==> src/rtl/riscv_defines.sv <==
// Shared RISC-V pipeline definitions: memory-access kinds, load/store funct3
// encodings, control/trap bundles carried down the pipe, the MEM pipeline
// register layout and the MEM-stage access FSM states.
package riscv_defines;

  typedef enum logic [1:0] {
    MEM_NONE  = 2'd0,
    MEM_READ  = 2'd1,
    MEM_WRITE = 2'd2
  } memaccess_t;

  // Load funct3 encodings
  localparam logic [2:0] F3_LB  = 3'b000;
  localparam logic [2:0] F3_LH  = 3'b001;
  localparam logic [2:0] F3_LW  = 3'b010;
  localparam logic [2:0] F3_LBU = 3'b100;
  localparam logic [2:0] F3_LHU = 3'b101;

  // Store funct3 encodings
  localparam logic [2:0] F3_SB  = 3'b000;
  localparam logic [2:0] F3_SH  = 3'b001;
  localparam logic [2:0] F3_SW  = 3'b010;

  typedef struct packed {
    logic       regwrite;
    logic [1:0] resultsrc;
    memaccess_t memaccess;
    logic [2:0] funct3;
  } control_signal_t;

  typedef struct packed {
    logic        valid;
    logic [3:0]  cause;
    logic [31:0] tval;
  } trap_req_t;

  // MEM-stage access sequencing
  typedef enum logic {
    IDLE = 1'b0,
    WAIT = 1'b1
  } mem_state_t;

  // Contents of the EX/MEM pipeline register
  typedef struct packed {
    control_signal_t ctrl;
    logic [31:0]     aluresult;
    logic [31:0]     storedata;
    logic [31:0]     pcplus4;
    logic [4:0]      rd;
    trap_req_t       trap;
  } mem_reg_t;

  // An instruction touches data memory only if it is a load/store and is not
  // already carrying an exception.
  function automatic logic mem_access_enabled(input control_signal_t ctrl,
                                              input trap_req_t       trap);
    return (ctrl.memaccess != MEM_NONE) && !trap.valid;
  endfunction

endpackage

==> src/rtl/stage_mem_if.sv <==
// Data-memory bus between the MEM stage (master) and data memory (slave).
//   dmem_req   : access request, held until dmem_ack
//   dmem_we    : 1 = write, 0 = read
//   dmem_addr  : word-aligned byte address
//   dmem_wdata : replicated store data
//   dmem_be    : byte enables (zero for reads)
//   dmem_rdata : raw read word from memory
//   dmem_ack   : completion; meaningful only while dmem_req=1
interface stage_mem_if;
  logic        dmem_req;
  logic        dmem_we;
  logic [31:0] dmem_addr;
  logic [31:0] dmem_wdata;
  logic [3:0]  dmem_be;
  logic [31:0] dmem_rdata;
  logic        dmem_ack;

  modport master (
    output dmem_req, dmem_we, dmem_addr, dmem_wdata, dmem_be,
    input  dmem_rdata, dmem_ack
  );

  modport slave (
    input  dmem_req, dmem_we, dmem_addr, dmem_wdata, dmem_be,
    output dmem_rdata, dmem_ack
  );
endinterface

==> src/rtl/lsu_formatter.sv <==
// Purely combinational load/store lane formatter.
//   funct3     : load/store width and signedness
//   byte_off   : low two address bits
//   is_store   : store in progress -> drive wdata/be, else both zero
//   is_load    : load in progress  -> drive load_data, else zero
//   store_data : rs2 value from the pipeline
//   mem_rdata  : raw word returned by memory
//   wdata/be   : replicated store data and byte enables
//   load_data  : extracted, sign/zero-extended load result
module lsu_formatter
  import riscv_defines::*;
(
  input  logic [2:0]  funct3,
  input  logic [1:0]  byte_off,
  input  logic        is_store,
  input  logic        is_load,
  input  logic [31:0] store_data,
  input  logic [31:0] mem_rdata,
  output logic [31:0] wdata,
  output logic [3:0]  be,
  output logic [31:0] load_data
);

  logic [31:0] shifted;

  always_comb begin
    wdata = '0;
    be    = '0;
    if (is_store) begin
      unique case (funct3)
        F3_SB: begin
          wdata = {4{store_data[7:0]}};
          be    = 4'b0001 << byte_off;
        end
        F3_SH: begin
          wdata = {2{store_data[15:0]}};
          be    = 4'b0011 << byte_off;
        end
        F3_SW: begin
          wdata = store_data;
          be    = '1;
        end
        default: begin
          wdata = '0;
          be    = '0;
        end
      endcase
    end
  end

  always_comb begin
    // Move the addressed byte/halfword down to bit 0 before extending
    shifted   = mem_rdata >> {byte_off, 3'b000};
    load_data = '0;
    if (is_load) begin
      unique case (funct3)
        F3_LB:   load_data = {{24{shifted[7]}}, shifted[7:0]};
        F3_LH:   load_data = {{16{shifted[15]}}, shifted[15:0]};
        F3_LW:   load_data = mem_rdata;
        F3_LBU:  load_data = {24'd0, shifted[7:0]};
        F3_LHU:  load_data = {16'd0, shifted[15:0]};
        default: load_data = '0;
      endcase
    end
  end

endmodule

==> src/rtl/stage_mem.sv <==
// MEM pipeline stage: EX/MEM register, data-memory access sequencing with a
// variable-latency ack, and load/store formatting.
//   clk, rst          : clock, synchronous active-high reset
//   *_e               : instruction fields from execute
//   flush_m           : bubble the MEM register (ignored while stalled)
//   *_m               : registered copies for writeback
//   readdata_m        : formatted load data, valid in the ack cycle
//   busy_m            : stall request while an access is outstanding
//   dmem              : data-memory bus (master side)
module stage_mem
  import riscv_defines::*;
(
  input  logic            clk,
  input  logic            rst,
  input  control_signal_t control_signal_e,
  input  logic [31:0]     aluresult_e,
  input  logic [31:0]     storedata_e,
  input  logic [31:0]     pcplus4_e,
  input  logic [4:0]      rd_e,
  input  trap_req_t       trap_req_e,
  input  logic            flush_m,
  output control_signal_t control_signal_m,
  output logic [31:0]     aluresult_m,
  output logic [31:0]     pcplus4_m,
  output logic [4:0]      rd_m,
  output trap_req_t       trap_req_m,
  output logic [31:0]     readdata_m,
  output logic            busy_m,
  stage_mem_if.master     dmem
);

  mem_reg_t   mem_q, mem_d;
  mem_state_t state_q, state_d;

  logic        access_en;
  logic        req;
  logic        busy;
  logic        is_load;
  logic        is_store;
  logic [31:0] fmt_wdata;
  logic [3:0]  fmt_be;
  logic [31:0] fmt_load;

  // Request/FSM. In IDLE the request goes out in the same cycle the
  // instruction lands in the MEM register; WAIT only exists while the ack
  // is late, so a same-cycle ack never stalls.
  always_comb begin
    access_en = mem_access_enabled(mem_q.ctrl, mem_q.trap);
    req       = 1'b0;
    state_d   = state_q;
    unique case (state_q)
      IDLE: begin
        req = access_en;
        if (access_en && !dmem.dmem_ack) state_d = WAIT;
      end
      WAIT: begin
        req = 1'b1;
        if (dmem.dmem_ack) state_d = IDLE;
      end
    endcase
    busy = req & ~dmem.dmem_ack;
  end

  // Pipeline register: hold while stalled (flush deferred), else bubble or capture
  always_comb begin
    mem_d = mem_q;
    if (!busy) begin
      if (flush_m) begin
        mem_d = '0;
      end else begin
        mem_d.ctrl      = control_signal_e;
        mem_d.aluresult = aluresult_e;
        mem_d.storedata = storedata_e;
        mem_d.pcplus4   = pcplus4_e;
        mem_d.rd        = rd_e;
        mem_d.trap      = trap_req_e;
      end
    end
  end

  always_ff @(posedge clk) begin
    if (rst) begin
      mem_q   <= '0;
      state_q <= IDLE;
    end else begin
      mem_q   <= mem_d;
      state_q <= state_d;
    end
  end

  always_comb begin
    is_load  = (mem_q.ctrl.memaccess == MEM_READ);
    is_store = (mem_q.ctrl.memaccess == MEM_WRITE);
  end

  lsu_formatter u_lsu_formatter (
    .funct3     (mem_q.ctrl.funct3),
    .byte_off   (mem_q.aluresult[1:0]),
    .is_store   (is_store),
    .is_load    (is_load),
    .store_data (mem_q.storedata),
    .mem_rdata  (dmem.dmem_rdata),
    .wdata      (fmt_wdata),
    .be         (fmt_be),
    .load_data  (fmt_load)
  );

  // Bus outputs come straight from the held register, so they stay stable
  // for the whole WAIT period.
  always_comb begin
    dmem.dmem_req   = req;
    dmem.dmem_we    = is_store;
    dmem.dmem_addr  = {mem_q.aluresult[31:2], 2'b00};
    dmem.dmem_wdata = fmt_wdata;
    dmem.dmem_be    = fmt_be;
  end

  always_comb begin
    control_signal_m = mem_q.ctrl;
    aluresult_m      = mem_q.aluresult;
    pcplus4_m        = mem_q.pcplus4;
    rd_m             = mem_q.rd;
    trap_req_m       = mem_q.trap;
    readdata_m       = fmt_load;
    busy_m           = busy;
  end

endmodule
==> src/flat_wrapper.sv <==
// flat-port wrapper written by rule: the top's interface ports become plain ports
module stage_mem_flat import riscv_defines::*;
  (clk, rst, control_signal_e, aluresult_e, storedata_e, pcplus4_e, rd_e, trap_req_e, flush_m, control_signal_m, aluresult_m, pcplus4_m, rd_m, trap_req_m, readdata_m, busy_m, dmem_dmem_req, dmem_dmem_we, dmem_dmem_addr, dmem_dmem_wdata, dmem_dmem_be, dmem_dmem_rdata, dmem_dmem_ack);
  stage_mem_if dmem_i ();
  input  logic clk;
  input  logic rst;
  input  control_signal_t control_signal_e;
  input  logic [31:0] aluresult_e;
  input  logic [31:0] storedata_e;
  input  logic [31:0] pcplus4_e;
  input  logic [4:0] rd_e;
  input  trap_req_t trap_req_e;
  input  logic flush_m;
  output control_signal_t control_signal_m;
  output logic [31:0] aluresult_m;
  output logic [31:0] pcplus4_m;
  output logic [4:0] rd_m;
  output trap_req_t trap_req_m;
  output logic [31:0] readdata_m;
  output logic busy_m;
  output wire logic [$bits(dmem_i.dmem_req)-1:0] dmem_dmem_req;
  output wire logic [$bits(dmem_i.dmem_we)-1:0] dmem_dmem_we;
  output wire logic [$bits(dmem_i.dmem_addr)-1:0] dmem_dmem_addr;
  output wire logic [$bits(dmem_i.dmem_wdata)-1:0] dmem_dmem_wdata;
  output wire logic [$bits(dmem_i.dmem_be)-1:0] dmem_dmem_be;
  input wire logic [$bits(dmem_i.dmem_rdata)-1:0] dmem_dmem_rdata;
  input wire logic [$bits(dmem_i.dmem_ack)-1:0] dmem_dmem_ack;
  assign dmem_dmem_req = dmem_i.dmem_req;
  assign dmem_dmem_we = dmem_i.dmem_we;
  assign dmem_dmem_addr = dmem_i.dmem_addr;
  assign dmem_dmem_wdata = dmem_i.dmem_wdata;
  assign dmem_dmem_be = dmem_i.dmem_be;
  assign dmem_i.dmem_rdata = dmem_dmem_rdata;
  assign dmem_i.dmem_ack = dmem_dmem_ack;
  stage_mem u_core (.clk(clk), .rst(rst), .control_signal_e(control_signal_e), .aluresult_e(aluresult_e), .storedata_e(storedata_e), .pcplus4_e(pcplus4_e), .rd_e(rd_e), .trap_req_e(trap_req_e), .flush_m(flush_m), .control_signal_m(control_signal_m), .aluresult_m(aluresult_m), .pcplus4_m(pcplus4_m), .rd_m(rd_m), .trap_req_m(trap_req_m), .readdata_m(readdata_m), .busy_m(busy_m), .dmem(dmem_i));
endmodule
==> config.mk <==
export PLATFORM = sky130hd
export DESIGN_NAME = stage_mem_flat
export DESIGN_NICKNAME = d
export VERILOG_FILES = /design/src/rtl/riscv_defines.sv /design/src/rtl/stage_mem_if.sv /design/src/rtl/lsu_formatter.sv /design/src/rtl/stage_mem.sv /design/src/flat_wrapper.sv
export SDC_FILE = /design/constraint.sdc
export NUM_CORES = 1
export LEC_CHECK = 0
export ABC_AREA = 1
export CAP_MARGIN = 20
export CORE_MARGIN = 2
export CORE_UTILIZATION = 35
export CTS_BUF_LIST = sky130_fd_sc_hd__clkbuf_16
export CTS_CLUSTER_SIZE = 28
export DETAILED_ROUTE_END_ITERATION = 10
export DONT_BUFFER_PORTS = 1
export PLACE_DENSITY = 0.53
export SLEW_MARGIN = 20
export SYNTH_ARGS = -nofsm -noshare
export SYNTH_HDL_FRONTEND = slang
export SYNTH_SLANG_ARGS = --single-unit
==> constraint.sdc <==
create_clock -name clk -period 2.4 [get_ports clk]
set_clock_uncertainty 0.1 [all_clocks]
set_input_delay 0.24 -clock clk [delete_from_list [all_inputs] [get_ports clk]]
set_output_delay 0.24 -clock clk [all_outputs]
set_load 0.005 [all_outputs]
==> impl_metrics.ini, run 1 <==
[status]
outcome = finished clean

[logic_synthesis]
avgSynthCellArea_um2 = 6.77
synth_xor_area_share_pct = 0
synth_compound_area_share_pct = 6.97
ys_seq_elements = 147
synth_top_family_by_area = simple AND/OR/NAND/NOR gates
syn_inst = 1166
synth-edff-count = 0
yosysWarnings = 0
synth_mux_area_share_pct = 0
synthesis.area_um2 = 7900
yosysUniqueCellTypes = 26
ys_seq_area_share_pct = 37.3
yosys.area_share.adder_pct = 0
async_flop_share_pct = 0
yosys.area_share.simple_pct = 31.6
ys.flop_type = dfxtp_1

[worst_setup_path]
required_ps = 2060
critPathArrivalTime_ps = 1910
crit_chain = nor2_2 > nand2_2 > buf_4 > buf_4 > o21ai_0 > o21ai_0 > inv_1
slowest_delay_ps = 460
critPathSlowestCell = dfxtp_1
endpoint_kind = primary output
crit_path_start_kind = flop
startpoint = u_core.control_signal_m[2]$_SDFFE_PP0N_
path_buf_inv = 3
crit_fanout = 13
critPathTopFamily = buffers and inverters
path_class = flop to primary output
r2r_start = u_core.control_signal_m[4]$_SDFFE_PP0N_

[floorplanning]
io_pins = 399
dieArea_um2 = 23800
dieWidth_um = 154
die_h_um = 154
core_area_um2 = 22000
rows = 54
initial_core_util_pct = 36.0

[cells_and_area]
area_growth_pct = 14.2
stdcell_count = 1431
num-nets-final = 1319
n_fill_cell = 2268
stdcell_area_um2 = 9020
layout-drive-gt1-share_pct = 6.52

[global_routing]
grt_max_degree = 123
grt_pass1_vias = 6903
grt_antenna_before_repair = 1
grt_pass1_wl_mm = 36.8
grt_use_total_pct = 19.3
grt_overflow = 0

[timing]
rsz0062_at_grt = yes
setup_viol = 0
max_freq_mhz = 444
report.final.hold_viol_count = 0
period_needed_ps = 2250
finalCritPeriodShare_pct = 93.8
worst_slew_pin_slew_ps = 572
drv_slew = 0
timing.hold.ws_ps = 187
maxSlewHeadroom_pct = 61.9

[clock_network]
cts_setup_buffers = 0
clk_path_buf_depth = 2
cts_tree = yes
insertion_delay_ps = 410
path_clk_slew_ps = 60
h-tree-depth = 4
clkSinkCount = 147
numCtsBuffers = 17
ctsRootBufferMaster = clkbuf_16

[routing]
wl_mm = 24.4
viasPerCell = 4.93
wl_per_cell_um = 17.0
route.detailed.drc = 0
vias = 7060
drtAntennaViolNets = 0
drt_first_pass_iters = 5
first_iter_violations = 643

[worst_hold_path]
min-delay-start = rst
hold_path.class = primary input to flop

[power_and_ir_drop]
p_sw_share_pct = 28.3
p_clk_share_pct = 42.7
p_int_w = 0.00436
power_density_nw_per_um2 = 674
peakVddDrop_mv = 0.403
combPwrFrac_pct = 13.1
power_leakage_nw = 4.26
p_seq_share_pct = 44.3
p_switching_w = 0.00172
total_power_w = 0.00608

[flow_run]
drv_cap = 0

[placement]
placed_cell_area_um2 = 6960
port_buffers = 0
dp.cells = 1252
hpwl_mm = 16.8
gp_congestion = 0.927
## timing repair
action / 4_1_cts / 5_1_grt
hold endpoints to repair: 146 / 0
hold buffers: 146 / 0
setup endpoints to repair: 28 / 29
gates resized for setup: 2 / 4
## logic make-up after synthesis
family	count (synthesis)
AND/OR/NAND/NOR	593
flip-flops	147
other	1
AO/OA/AOI/OAI	107
buffers and inverters	318
## cell type report
cell class              count  area (um2)  share of cell area (%)
diodes                      1        2.50                  0.0278
clock buffers              17         425                    4.72
clock inverters            15         145                    1.61
inverters                 102         392                    4.34
multi-input cells         702        3090                    34.3
flip-flops and latches    147        2940                    32.6
well taps                 280         350                    3.89
repair buffers            167        1670                    18.5
## sequential cells by signal, indices dropped and copies added, names as in the netlist
register / count
u_core.pcplus4_m: 32
u_core.control_signal_m: 8
u_core.aluresult_m: 32
u_core.trap_req_m: 37
u_core.mem_q: 32
u_core.rd_m: 5
u_core.state_q: 1
## worst paths after layout
path | to | slack [ps] | cells after the start
max | dmem_dmem_wdata[27] | 150 | 7
min | u_core.mem_q[85]$_SDFFE_PP0N_ | 190 | 4
max reg2reg | u_core.aluresult_m[25]$_SDFFE_PP0N_ | 510 | 7
min reg2reg | u_core.mem_q[93]$_SDFFE_PP0N_ | 360 | 2
## synthesized netlist by cell type (2+ instances only)
cell type	count	area, um2
nand3_1	194	971
a31oi_1	2	12.5
o21ai_1	20	100
dfxtp_1	147	2940
inv_1	97	364
clkbuf_1	15	56.3
a21oi_1	17	85.1
buf_4	168	1260
buf_2	19	95.1
buf_1	7	26.3
nor2_1	34	128
nor2_2	4	25.0
buf_6	6	67.6
inv_2	3	11.3
nand2_2	5	31.3
nand2_1	355	1330
o21ai_0	64	320
## worst register-to-register path, delay by kind of cell (launching register included)
kind / cells / cell delay, ps
buf+inv: 2 / 690
flops: 1 / 360
compound gates: 2 / 350
simple gates: 3 / 270
## power by group through the flow
stage	clock network, W	registers, W	logic, W
floorplan	0	0.00268	0.000671
global placement	0	0.00274	0.000575
detailed placement	0	0.00274	0.000583
CTS	0.00268	0.00269	0.000786
global route	0.00276	0.00271	0.000884
finish	0.00259	0.00269	0.000795
## metrics by stage
| stage | setup slack, ps | utilization [%] | setup TNS (ps) |
|---|---|---|---|
| after floorplan | 881 | - | 0 |
| after global placement | 444 | 31.7 | 0 |
| after global routing | -2.61 | 41.1 | -2.61 |
| final | 150 | 41.1 | 0 |
| after CTS | 77.7 | 41.0 | 0 |
| after detailed placement | 413 | 31.7 | 0 |
## layer usage
metal / wire length, um / up-vias / GRT usage, %
met5: 0 / - / 0
met4: 654 / 0 / 7.43
met3: 2210 / 51 / 6.78
met2: 12300 / 352 / 35.1
met1: 9190 / 3200 / 20.4
li1: - / 3457 / -
## layout by cell type, fill, tap and decap left out
master	n
nor2_4	1
nor2_1	33
inv_1	97
diode_2	1
clkinvlp_4	6
conb_1	2
dfxtp_2	1
inv_4	1
nand3_1	194
buf_4	17
clkinv_4	1
inv_6	5
clkinv_2	1
a31oi_1	2
inv_2	2
o21ai_0	64
clkbuf_16	17
nor2_2	4
o21bai_1	1
nand2_4	4
buf_12	4
inv_8	2
bufinv_16	1
o21ai_2	1
a21oi_2	1
nand2_1	351
nand2_2	6
o21ai_1	20
clkinv_1	1
dfxtp_1	146
o211ai_1	1
a21oi_1	17
dlygate4sd3_1	146
No activity file was read; power rests on OpenSTA's default activity.
==> inputs of run 2 (changes only) <==
--- a/config.mk
+++ b/config.mk
@@ -13,6 +13,7 @@
 export CTS_CLUSTER_SIZE = 28
 export DETAILED_ROUTE_END_ITERATION = 10
 export DONT_BUFFER_PORTS = 1
+export HOLD_SLACK_MARGIN = 0.02
 export PLACE_DENSITY = 0.53
 export SLEW_MARGIN = 20
 export SYNTH_ARGS = -nofsm -noshare
==> results of run 2 <==
Same layout as run 1: the final DEF is identical, and so are final timing and power.
